[config.mk]
export PLATFORM = sky130hd
export DESIGN_NAME = wptr_full_ctrl
export DESIGN_NICKNAME = d
export VERILOG_FILES = /design/src/rtl/async_fifo_pkg.sv /design/src/rtl/wptr_full_ctrl_gray2bin.sv /design/src/rtl/wptr_full_ctrl.sv
export SDC_FILE = /design/constraint.sdc
export NUM_CORES = 1
export LEC_CHECK = 0
export CORE_MARGIN = 4
export CORE_UTILIZATION = 41
export DETAILED_ROUTE_END_ITERATION = 6
export GPL_TIMING_DRIVEN = 0
export PLACE_DENSITY = 0.82
export SETUP_SLACK_MARGIN = 0.1
export SLEW_MARGIN = 5
export SYNTH_ARGS = -nofsm -noshare
export SYNTH_HDL_FRONTEND = slang
export SYNTH_SLANG_ARGS = --single-unit
[constraint.sdc]
create_clock -name wclk -period 2.4 [get_ports wclk]
set_clock_uncertainty 0.05 [all_clocks]
set_input_delay 0.72 -clock wclk [delete_from_list [all_inputs] [get_ports wclk]]
set_output_delay 0.72 -clock wclk [all_outputs]
set_load 0.05 [all_outputs]
[src/rtl/async_fifo_pkg.sv]
// Shared constants and Gray-code helpers for both sides of the async FIFO.
package async_fifo_pkg;

    localparam int unsigned ADDRSIZE_DEFAULT = 4;
    localparam int unsigned CONV_W           = 32;

    // Binary to reflected Gray code; callers zero-extend into CONV_W bits.
    function automatic logic [CONV_W-1:0] bin2gray(input logic [CONV_W-1:0] bin);
        return bin ^ (bin >> 1);
    endfunction

    // Gray to binary by XOR prefix from the MSB down.
    function automatic logic [CONV_W-1:0] gray2bin(input logic [CONV_W-1:0] gray);
        logic [CONV_W-1:0] bin;
        bin[CONV_W-1] = gray[CONV_W-1];
        for (int i = int'(CONV_W) - 2; i >= 0; i--) begin
            bin[i] = bin[i+1] ^ gray[i];
        end
        return bin;
    endfunction

endpackage

[src/rtl/wptr_full_ctrl_gray2bin.sv]
// Width-parameterized Gray to binary converter (combinational XOR prefix chain).
module gray2bin #(
    parameter int unsigned WIDTH = 5
) (
    input  logic [WIDTH-1:0] gray_i,
    output logic [WIDTH-1:0] bin_o
);

    // Each binary bit is the XOR of all Gray bits at or above it.
    always_comb begin
        logic [WIDTH-1:0] acc;
        acc[WIDTH-1] = gray_i[WIDTH-1];
        for (int i = int'(WIDTH) - 2; i >= 0; i--) begin
            acc[i] = acc[i+1] ^ gray_i[i];
        end
        bin_o = acc;
    end

endmodule

[src/rtl/wptr_full_ctrl.sv]
// Write-side pointer, full/almost-full, fill level and sticky overflow for an async FIFO.
module wptr_full_ctrl
    import async_fifo_pkg::*;
#(
    parameter int unsigned ADDRSIZE = ADDRSIZE_DEFAULT
) (
    input  logic                wclk,
    input  logic                wrst,
    input  logic [ADDRSIZE:0]   wq2_rptr,
    input  logic                winc,
    input  logic [ADDRSIZE:0]   afull_thresh,
    input  logic                wclr_ovf,
    output logic                wfull,
    output logic                wafull,
    output logic [ADDRSIZE-1:0] waddr,
    output logic [ADDRSIZE:0]   wptr,
    output logic [ADDRSIZE:0]   wlevel,
    output logic                woverflow
);

    localparam int unsigned PW = ADDRSIZE + 1;

    logic [PW-1:0] wbin_q, wbin_d;
    logic [PW-1:0] wptr_q, wptr_d;
    logic [PW-1:0] wlevel_q, wlevel_d;
    logic [PW-1:0] rbin;
    logic          wfull_q, wfull_d;
    logic          wafull_q, wafull_d;
    logic          wovf_q, wovf_d;
    logic          wen;

    gray2bin #(
        .WIDTH (PW)
    ) u_rptr_g2b (
        .gray_i (wq2_rptr),
        .bin_o  (rbin)
    );

    // Next pointer, flags and level; full compares against the read pointer one lap behind.
    always_comb begin
        wen      = winc & ~wfull_q;
        wbin_d   = wbin_q + PW'(wen);
        wptr_d   = PW'(bin2gray(CONV_W'(wbin_d)));
        wfull_d  = (wptr_d == {~wq2_rptr[ADDRSIZE:ADDRSIZE-1], wq2_rptr[ADDRSIZE-2:0]});
        wlevel_d = wbin_d - rbin;
        wafull_d = (wlevel_d >= afull_thresh);
        // A write attempt against a full FIFO outranks a same-cycle clear.
        wovf_d   = (winc & wfull_q) | (wovf_q & ~wclr_ovf);
    end

    // State registers with asynchronous reset.
    always_ff @(posedge wclk or posedge wrst) begin
        if (wrst) begin
            wbin_q   <= '0;
            wptr_q   <= '0;
            wlevel_q <= '0;
            wfull_q  <= 1'b0;
            wafull_q <= 1'b0;
            wovf_q   <= 1'b0;
        end else begin
            wbin_q   <= wbin_d;
            wptr_q   <= wptr_d;
            wlevel_q <= wlevel_d;
            wfull_q  <= wfull_d;
            wafull_q <= wafull_d;
            wovf_q   <= wovf_d;
        end
    end

    assign waddr     = wbin_q[ADDRSIZE-1:0];
    assign wptr      = wptr_q;
    assign wlevel    = wlevel_q;
    assign wfull     = wfull_q;
    assign wafull    = wafull_q;
    assign woverflow = wovf_q;

endmodule

==> results.md <==
* Port buffer count at 30
* Worst Path Arrival at 3.07 ns
* Rel. slew slack at a little under three fifths
* Slowest cell delay on critical path at approximately 0.43 ns
* Placeable Area at around 0.0022 sq mm
* Crit path capture type: flop
* Clk Latency, worst-skew pair at ~0.3 ns
* Worst Setup Slack, final at -0.531 ns
* Syn_nets at about 110
* DP Cell Count at between 100 and 150
* Detailed Place HPWL at around 1.5 mm
* WL/cell at about 12 um
* Routed Wire Length at approximately 2 mm
* DRC viols at 0
* H-tree depth at 1
* CTS tree: done
* F_max at roughly 0.34 GHz
* CP Buf/Inv Count at 2
* Clock-pin slew on the worst setup and hold paths at approximately 0.1 ns
* Grt met3 use at around 3.4%
* Critical Path Source Type: input pin
* Worst path cell trace: buf_8 > xnor2_4 > xor2_2 > xor2_2 > xnor2_1 > ha_2 > fa_2 > inv_2 > ha_4 > a21o_1 > a21o_1 > a21o_1 > a21o_1
* CP Class: input pin to flop
* Nets at about 160
* Fin cells at between 150 and 200
* Share of cells above drive strength 1 at 28.8%
* Routed vias at about 750
* Most common cell after layout, fill and taps aside: clkdlybuf4s50_1
* All-layer global routing usage at 13.0%
* Area Growth Syn to Fin at 58.1%
* Met1 Use GR at ~15%
* Via density at 4.68
* CP max-delay cell: fa_2
* Die height at ~57 um
* Maxcap violations at 0
* Vias in the first global route at between 700 and 800
* Final Hold Fails at 0
* Top Usage Layer GRT: met2
* Global-route track usage on met2 at 21.1%
* Measured slew at the worst slew-check pin at roughly 0.64 ns
* Syn Area/Cell at about 11 sq um
* Num rows at 17
* Setup repair after global routing missed its margin: yes
* Sink Count at 17
* Main flop type after synthesis: dfrtp_1
* Total grt overflow at 0
* DRT Pass-1 Iters at 4
* Library cells used by synthesis at 19
* CP most frequent cell: a21o_1
* Num ports at 31
* Slew Limit Fails at 0
* Clock buffer depth at 2
* Async SR Flop Fraction at 100%
* Initial antenna violation count at 0
* DRT iter0 DRCs at 5
* Hold Crit Class: flop to flop
* Sequential element share of the synthesized area at roughly 44%
* Failing checks: setup timing
* GPL Wtd Cong at around 0.76
* Hold Buf Count CTS at 0
* CP delay by family, top: adder cells
* Diode count at 0
* Antenna viol nets, final at 0
* Starting Density at 43.7%
* Worst-path fanout max at 2
* Post-synth EDFFs at 0
* Die Wd at roughly 57 um
* Final setup vio count at 2
* Fill count at 178
* Global-route wire length before repair at 3.24 mm
* Cts bufs inserted at 3
* Minimum clock period at between 2 and 3 ns
* Root Buffer Master: clkbuf_4
* Ys Warns at 0
* Tcrit/Tclk final at 122%
* Mapped Cells at 87
* Die area at approximately 0.0032 sq mm
* Final setup TNS at -0.586 ns
* Synth Register Bits at 17
* Largest net degree at the start of global routing at 18
* Outcome: finished, violations left
* Worst EP required at 2.54 ns
* Most frequent cells in the layout: 21 x clkdlybuf4s50_1, 17 x dfrtp_1, 11 x buf_4
* Syn Std Cell Area at about 980 sq um
## layer usage
layer	share of wire [%]	routed length, um
met1	40	800
met4	2.4	47
met2	48	967
met3	9.0	179
met5	0	0
## worst min-delay path, cell delays in order, from the launching register on
cell	delay (ns)
dfrtp_1	0.38
nand2_1	0.06
o21ai_0	0.07
## cells in the mapped netlist (2+ instances only)
cell	n	area share [%]
a21o_1	6	4.6
inv_1	13	5.0
nand2_1	4	1.5
a21oi_1	3	1.5
ha_1	11	14
xor2_1	8	7.2
dfrtp_1	17	44
nand3_1	2	1.0
nor2_1	2	0.77
xnor2_1	11	9.9
nor2b_1	2	1.3
## sequential cells by signal, indices dropped and copies added (netlist names)
signal	count
wbin_q	5
wafull	1
wfull	1
wptr	4
woverflow	1
wlevel	5
## logic make-up (layout without fill, tap and decap cells)
| kind of cell | after synthesis | after routing | share of synthesized area (%) |
|---|---|---|---|
| AO/OA/AOI/OAI | 12 | 12 | 8.20 |
| XOR/XNOR | 20 | 20 | 19.4 |
| adder cells (fa/ha/maj) | 12 | 12 | 16.2 |
| buffers and inverters | 13 | 58 | 5.00 |
| flip-flops | 17 | 17 | 43.6 |
| multiplexers | 1 | 1 | 1.15 |
| AND/OR/NAND/NOR | 12 | 12 | 6.54 |
## cell type report
type / instances / area [sq um] / share of cell area [%]
Tap cell: 28 / 35.0 / 2.27
Inverter: 13 / 48.8 / 3.16
Sequential cell: 17 / 425 / 27.6
Clock buffer: 4 / 26.3 / 1.70
Multi-Input combinational cell: 57 / 626 / 40.6
Timing Repair Buffer: 41 / 382 / 24.7
## worst paths after layout
kind	from	end	slack [ns]	cells after the start
worst max register to register	wfull$_DFF_PP0_	wafull$_DFF_PP0_	-0.25	11
worst max-delay path	wq2_rptr[4]	wafull$_DFF_PP0_	-0.53	13
max in group asynchronous	wrst	wlevel[2]$_DFF_PP0_	1.13	2
worst min register to register	wfull$_DFF_PP0_	woverflow$_DFF_PP0_	0.49	2
min in group asynchronous	wrst	wbin_q[1]$_DFF_PP0_	0.75	2
worst min-delay path	wfull$_DFF_PP0_	woverflow$_DFF_PP0_	0.49	2
## metrics by stage
stage	hold WS, ns	util, %	worst slack [ns]	cell area [sq um]
after CTS	0.503	65.8	-0.654	1470
after detailed placement	0.476	60.8	-1.56	1360
after global routing	0.531	69.1	-0.635	1540
final	0.487	69.1	-0.531	1540
after floorplan	0.596	-	-0.794	1020
after global placement	0.449	60.8	-1.54	1360
## timing repair
| item | 4_1_cts | 5_1_grt |
|---|---|---|
| setup buffers | 7 | 4 |
| pin swaps | 15 | 15 |
| setup endpoints to repair | 12 | 5 |
| resized for setup | 27 | 12 |
Power is left out: the tool's default activity adds up to more than one toggle a clock period on the data nets, which glitch-free logic cannot reach.
